**config.mk**
```make
export PLATFORM = sky130hd
export DESIGN_NAME = saif_window_ctrl
export DESIGN_NICKNAME = d
export VERILOG_FILES = /design/src/rtl/bsg_manycore_profile_pkg.sv /design/src/rtl/bsg_popcount.sv /design/src/rtl/saif_window_ctrl.sv
export SDC_FILE = /design/constraint.sdc
export NUM_CORES = 1
export LEC_CHECK = 0
export BUFFER_PORTS_ARGS = -buffer_cell sky130_fd_sc_hd__clkbuf_2
export CORE_AREA = 4 4 132 109
export CTS_CLUSTER_DIAMETER = 30
export DETAILED_ROUTE_END_ITERATION = 7
export DIE_AREA = 0 0 136 113
export GPL_ROUTABILITY_DRIVEN = 0
export GPL_TIMING_DRIVEN = 0
export HOLD_SLACK_MARGIN = 0.02
export SYNTH_ARGS = -nofsm -noshare
export SYNTH_HDL_FRONTEND = slang
export SYNTH_SLANG_ARGS = --single-unit
```
**constraint.sdc**
```tcl
create_clock -name clk_i -period 7.2 [get_ports clk_i]
set_clock_uncertainty 0.1 [all_clocks]
set_input_delay 0.72 -clock clk_i [delete_from_list [all_inputs] [get_ports clk_i]]
set_output_delay 0.72 -clock clk_i [all_outputs]
set_load 0.05 [all_outputs]
```
**src/rtl/bsg_manycore_profile_pkg.sv**
```systemverilog
// Shared types for the SAIF capture-window controller.
package bsg_manycore_profile_pkg;

    // Controller phases: waiting for a first start, capturing, waiting for the report writer.
    typedef enum logic [1:0] {
        SAIF_IDLE   = 2'd0,
        SAIF_ACTIVE = 2'd1,
        SAIF_DUMP   = 2'd2
    } saif_ctrl_state_e;

    localparam int saif_state_width_lp = 2;

endpackage

```
**src/rtl/bsg_popcount.sv**
```systemverilog
// Combinational population count of a bit vector.
module bsg_popcount #(
    parameter int width_p = 16
) (
    input  logic [width_p-1:0]             data_i,
    output logic [$clog2(width_p+1)-1:0]   count_o
);

    localparam int count_width_lp = $clog2(width_p+1);

    // Sum every bit of the input vector.
    always_comb begin
        count_o = '0;
        for (int k = 0; k < width_p; k++) begin
            count_o = count_o + count_width_lp'(data_i[k]);
        end
    end

endmodule

```
**src/rtl/saif_window_ctrl.sv**
```systemverilog
// SAIF capture-window controller: tracks which tiles are inside a window,
// opens a toggle-capture window on the first start, closes it when the last
// tile ends, and waits for the report writer before accepting a new window.
//
// Handshake: start_v_i/end_v_i are single-cycle per-tile pulses with no
// back-pressure; dump_done_i is a single-cycle acknowledgement that is only
// honoured while the controller is in DUMP. Every output is registered, so
// any input effect shows up exactly one cycle later.
module saif_window_ctrl
    import bsg_manycore_profile_pkg::*;
#(
    parameter int num_tiles_p       = 16,
    parameter int cycle_width_p     = 32,
    parameter int window_id_width_p = 8
) (
    input  logic                                clk_i,
    input  logic                                reset_n_i,
    input  logic [num_tiles_p-1:0]              start_v_i,
    input  logic [num_tiles_p-1:0]              end_v_i,
    input  logic                                dump_done_i,
    output logic                                toggle_start_o,
    output logic                                toggle_stop_o,
    output logic                                saif_en_o,
    output logic [$clog2(num_tiles_p+1)-1:0]    active_tiles_o,
    output logic [cycle_width_p-1:0]            window_cycles_o,
    output logic [window_id_width_p-1:0]        window_id_o,
    output logic                                err_unmatched_o,
    output logic                                err_dropped_o,
    output logic [saif_state_width_lp-1:0]      debug_state_o
);

    localparam int count_width_lp = $clog2(num_tiles_p+1);

    saif_ctrl_state_e           state_r, state_n;
    logic [num_tiles_p-1:0]     active_r, active_n;
    logic [num_tiles_p-1:0]     start_only, end_only;
    logic [num_tiles_p-1:0]     set_mask, clr_mask;
    logic                       unmatched, dropped;
    logic                       open_window, close_window, finish_dump;
    logic [count_width_lp-1:0]  count_n;

    bsg_popcount #(
        .width_p (num_tiles_p)
    ) popcount (
        .data_i  (active_n),
        .count_o (count_n)
    );

    // Per-tile trigger decode: simultaneous start+end cancels; DUMP blocks all updates.
    always_comb begin
        start_only = start_v_i & ~end_v_i;
        end_only   = end_v_i & ~start_v_i;
        set_mask   = '0;
        clr_mask   = '0;
        unmatched  = 1'b0;
        dropped    = 1'b0;
        if (state_r == SAIF_DUMP) begin
            dropped   = |start_only;
            unmatched = |end_only;
        end else begin
            set_mask  = start_only & ~active_r;
            clr_mask  = end_only & active_r;
            unmatched = |(end_only & ~active_r);
        end
        active_n = (active_r | set_mask) & ~clr_mask;
    end

    // Window FSM next-state and transition strobes.
    always_comb begin
        state_n      = state_r;
        open_window  = 1'b0;
        close_window = 1'b0;
        finish_dump  = 1'b0;
        case (state_r)
            SAIF_IDLE: begin
                if (|set_mask) begin
                    state_n     = SAIF_ACTIVE;
                    open_window = 1'b1;
                end
            end
            SAIF_ACTIVE: begin
                if (active_n == '0) begin
                    state_n      = SAIF_DUMP;
                    close_window = 1'b1;
                end
            end
            SAIF_DUMP: begin
                if (dump_done_i) begin
                    state_n     = SAIF_IDLE;
                    finish_dump = 1'b1;
                end
            end
            default: state_n = SAIF_IDLE;
        endcase
    end

    // FSM state and per-tile active vector.
    always_ff @(posedge clk_i) begin
        if (!reset_n_i) begin
            state_r  <= SAIF_IDLE;
            active_r <= '0;
        end else begin
            state_r  <= state_n;
            active_r <= active_n;
        end
    end

    // Registered outputs, sticky errors, window cycle counter and window index.
    always_ff @(posedge clk_i) begin
        if (!reset_n_i) begin
            toggle_start_o  <= 1'b0;
            toggle_stop_o   <= 1'b0;
            saif_en_o       <= 1'b0;
            active_tiles_o  <= '0;
            window_cycles_o <= '0;
            window_id_o     <= '0;
            err_unmatched_o <= 1'b0;
            err_dropped_o   <= 1'b0;
        end else begin
            toggle_start_o <= open_window;
            toggle_stop_o  <= close_window;
            saif_en_o      <= (state_n == SAIF_ACTIVE);
            active_tiles_o <= count_n;
            if (unmatched) begin
                err_unmatched_o <= 1'b1;
            end
            if (dropped) begin
                err_dropped_o <= 1'b1;
            end
            if (open_window) begin
                window_cycles_o <= '0;
            end else if ((state_r == SAIF_ACTIVE) && (window_cycles_o != '1)) begin
                window_cycles_o <= window_cycles_o + cycle_width_p'(1);
            end
            if (finish_dump) begin
                window_id_o <= window_id_o + window_id_width_p'(1);
            end
        end
    end

    assign debug_state_o = state_r;

endmodule

```
==> impl_summary.log <==
[metrics] routed len/inst: 15.6 microns
[metrics] Yosys warning total: 0
[metrics] final period utilization: 74.5%
[metrics] Clock Path Buffers: 2
[metrics] Mapped Nets: a little over 500
[metrics] number of cell rows: 38
[metrics] required time reported for the critical path endpoint: 7330 ps
[metrics] synthesis-stage register bit count: 68
[metrics] Crit Path Max Fanout: 10
[metrics] kind of capture point of the worst setup path: flop
[metrics] placeable core region: 0.0132 sq mm
[metrics] data arrival time of the worst path: 5500 ps
[metrics] slew margin rel.: 53.7%
[metrics] Leakage: about 2 nW
[metrics] Avg Inst Size Synth: roughly 8.4 sq um
[metrics] worst hold path type: reg2reg
[metrics] setup-violating endpoint count in the final report: 0
[metrics] Avg Vias per Cell: a little over 5
[metrics] main combinational cell family by area after synthesis: simple AND/OR/NAND/NOR gates
[metrics] clock group share of total power: 36.6%
[metrics] count of flip-flops with a built-in enable after synthesis: 0
[metrics] insertion delay to the later sink of the worst-skew pair: ~340 ps
[metrics] Highest Clock Rate: between 150 and 200 MHz
[metrics] wire length of the first global-routing pass: 18,900 microns
[metrics] area delta synth->final: 23.8%
[metrics] cell taking the most area after synthesis: sky130_fd_sc_hd__dfxtp_1
[metrics] number of nets with antenna violations after detailed routing: 0
[metrics] mux contribution to synthesized area: 0.518%
[metrics] final critical-path required period: 5360 ps
[metrics] GR Overflow Total: 0
[metrics] Setup TNS Final: 0 ps
[metrics] worst-case setup slack after placement: roughly 1900 ps
[metrics] Clock Pin Slew Worst Setup and Hold Paths: roughly 60 ps
[metrics] number of nets in the layout: 613
[metrics] type of the worst setup path: reg2reg
[metrics] I/O pin count: 87
[metrics] setup repair after global routing missed its margin: false
[metrics] DRC: 0
[metrics] number of global-route vias before repair: 3,664
[metrics] sort of element at the start of the critical path: flop
[metrics] routed via count: 3,741
[metrics] number of instances in the synthesized netlist: 462
[metrics] placed wire-length estimate after detailed placement: 8980 microns
[metrics] Seq/Total Area, Yosys: a little over a third
[metrics] hold slack final: 363 ps
[metrics] layout cells sized above 1: between 20 and 25%
[metrics] Synth Area in XOR/XNOR: 8.16%
[metrics] TritonCTS sink count: 68
[metrics] Starting Density: between 20% and 30%
[metrics] most frequent cells in the layout: sky130_fd_sc_hd__clkbuf_2 (86), sky130_fd_sc_hd__nor2_1 (71), sky130_fd_sc_hd__dfxtp_1 (68)
[metrics] pin count of the biggest net entering global routing: 11
[metrics] count of final hold-check violations: 0
[metrics] # Max-Cap Violations: 0
[metrics] most area-consuming cells after synthesis: sky130_fd_sc_hd__dfxtp_1 (35%), sky130_fd_sc_hd__nor2_1 (6.9%), sky130_fd_sc_hd__fa_1 (5.2%), sky130_fd_sc_hd__xor2_1 (4.3%), sky130_fd_sc_hd__xnor2_1 (3.9%)
[metrics] share of power burned in combinational logic: a little over a quarter
[metrics] area of all placed cells without fillers: 0.00479 sq mm
[metrics] hold-fix buffer count after cts: 0
[metrics] clock tree from TritonCTS: built
[metrics] antenna cell count: 0
[metrics] H-tree depth: 3
[metrics] status: finished, final reports clean
[metrics] port buffer count: 86
[metrics] startpoint of the lowest-slack register-to-register path: debug_state_o[0]
[metrics] Post-CTS Setup Repair Bufs: 0
[metrics] area fraction in compound gates after synthesis: 13.7%
[metrics] Pins Over Slew Limit: 0
[metrics] startpoint of the lowest-slack hold path: err_dropped_o
[metrics] post-synthesis cell type count: 63
[metrics] clock root cell: sky130_fd_sc_hd__clkbuf_16
[metrics] iteration count of the initial detailed-routing pass: 5
[metrics] synthesized cell area: 0.00387 sq mm
[metrics] pin slew with the least headroom to its limit: 694 ps
[metrics] Overall Global Routing Usage: 15.6%
[metrics] portion of total power attributed to sequential cells: 37.0%
[metrics] die width: 136 microns
[metrics] Post-synth top flop: sky130_fd_sc_hd__dfxtp_1
[metrics] ratio of total power to cell area: around 230 mW/mm^2
[metrics] Num CTS Buffers: 9
[metrics] Net Sw Frac: 32.6%
[metrics] Initial DRC Count: 339
[metrics] Post-Synth Simple-Gate Area: 28.0%
[metrics] Peak VDD IR: 0.000151 V
[metrics] Die Area: 0.0154 sq mm
[metrics] total of cells resized after clock tree synthesis: 0
[metrics] adder-cell share of the synthesized area: 8.09%
[metrics] cell-internal power: 743 uW
[metrics] share of the synthesized area in the top cell type: 35.2%
[metrics] switching pwr: 359 uW
[metrics] Final Routed Wirelength: around 12,000 microns
[metrics] antenna violations before repair: 0
[metrics] final standard cell utilization of the core: 36.3%
[metrics] fraction of registers with async set/reset: 0%
[metrics] area post-placement: 0.00452 sq mm
[metrics] commonest non-fill, non-tap cell in the layout: sky130_fd_sc_hd__clkbuf_2
[metrics] launching instance or port of the critical path: debug_state_o[0]
[metrics] die extent in y: around 110 microns
[metrics] final setup margin: 1840 ps
==> worst max-delay path, stage by stage (launching register included) <==
cell and delay, ps:
sky130_fd_sc_hd__dfxtp_1 480, sky130_fd_sc_hd__nand2b_1 160, sky130_fd_sc_hd__buf_6 150, sky130_fd_sc_hd__clkbuf_1 420, sky130_fd_sc_hd__a21oi_1 130, sky130_fd_sc_hd__o21ai_0 270, sky130_fd_sc_hd__inv_1 110, sky130_fd_sc_hd__ha_1 320
sky130_fd_sc_hd__inv_1 50, sky130_fd_sc_hd__fa_1 470, sky130_fd_sc_hd__inv_1 50, sky130_fd_sc_hd__fa_1 480, sky130_fd_sc_hd__fa_1 520, sky130_fd_sc_hd__inv_1 50, sky130_fd_sc_hd__fa_1 450, sky130_fd_sc_hd__fa_1 380
sky130_fd_sc_hd__inv_1 100, sky130_fd_sc_hd__fa_1 420, sky130_fd_sc_hd__and2_1 160
==> cell families after synthesis <==
| kind of cell | Yosys count |
|---|---|
| xor gates and xnor gates | 36 |
| buffers and inverters | 55 |
| and+or+nand+nor | 205 |
| AOI/OAI and AO/OA | 77 |
| muxes | 2 |
| adders and majority gates | 19 |
| DFF | 68 |
==> routing by layer <==
| metal | wire, microns | track usage (%) | part of all wire, % | up-vias |
|---|---|---|---|---|
| met3 | 1050 | 4.80 | 9.1 | 17 |
| met5 | 0 | 0 | 0 | - |
| met2 | 5040 | 22.9 | 43 | 171 |
| li1 | - | - | - | 1806 |
| met1 | 5310 | 21.6 | 46 | 1747 |
| met4 | 183 | 5.44 | 1.6 | 0 |
==> flip-flops by register name, indices dropped and copies added, names as in the netlist <==
| signal | flops |
|---|---|
| window_cycles_o | 32 |
| active_r | 16 |
| window_id_o | 8 |
| active_tiles_o | 5 |
| debug_state_o | 2 |
| err_dropped_o | 1 |
| err_unmatched_o | 1 |
| saif_en_o | 1 |
| toggle_start_o | 1 |
| toggle_stop_o | 1 |
==> through the flow <==
step	power, mW	std cells
floorplan	0.626	462
global placement	0.708	728
detailed placement	0.708	728
CTS	1.12	744
global route	1.17	744
finish	1.10	744
==> layout make-up <==
type	count	area (sq um)
plain buffers	16	100
clock buffers	14	254
clock inverters	2	10.0
fillers	1402	8380
inverters	39	146
multi-input cells	339	2260
flip-flops and latches	68	1360
well taps	180	225
repair buffers	86	430
==> power by group through the flow <==
stage / Sequential, mW / Combinational, mW / Clock (mW)
6_report: 0.408 / 0.290 / 0.403
5_1_grt: 0.411 / 0.330 / 0.429
4_1_cts: 0.408 / 0.294 / 0.419
3_5_place_dp: 0.416 / 0.292 / 0
3_3_place_gp: 0.416 / 0.291 / 0
2_1_floorplan: 0.458 / 0.168 / 0
==> synth_stat cells, types with 3 or more instances <==
cell type / count
sky130_fd_sc_hd__nor2b_1: 8
sky130_fd_sc_hd__ha_1: 9
sky130_fd_sc_hd__o21ai_0: 12
sky130_fd_sc_hd__o2111ai_1: 4
sky130_fd_sc_hd__nor4_1: 7
sky130_fd_sc_hd__nand3_1: 17
sky130_fd_sc_hd__o21a_1: 4
sky130_fd_sc_hd__dfxtp_1: 68
sky130_fd_sc_hd__nand4_1: 15
sky130_fd_sc_hd__a21oi_1: 15
sky130_fd_sc_hd__nand2_1: 22
sky130_fd_sc_hd__and4_1: 5
sky130_fd_sc_hd__fa_1: 10
sky130_fd_sc_hd__clkbuf_1: 5
sky130_fd_sc_hd__nor3_1: 8
sky130_fd_sc_hd__and2_1: 5
sky130_fd_sc_hd__buf_6: 4
sky130_fd_sc_hd__inv_1: 39
sky130_fd_sc_hd__o211ai_1: 4
sky130_fd_sc_hd__and3_1: 9
sky130_fd_sc_hd__nor3b_1: 3
sky130_fd_sc_hd__nand2b_1: 17
sky130_fd_sc_hd__a31oi_1: 5
sky130_fd_sc_hd__xnor2_1: 17
sky130_fd_sc_hd__xor2_1: 19
sky130_fd_sc_hd__buf_2: 5
sky130_fd_sc_hd__nor2_1: 71
sky130_fd_sc_hd__o22ai_1: 12
==> worst paths after layout <==
check                                          to  cells after the start  slack (ps)
worst max register to register  active_tiles_o[1]                     18        1840
worst min register to register      err_dropped_o                      1         360
worst min-delay path                err_dropped_o                      1         360
worst max-delay path            active_tiles_o[1]                     18        1840
Note: power is estimated with default switching activity, not from simulation.
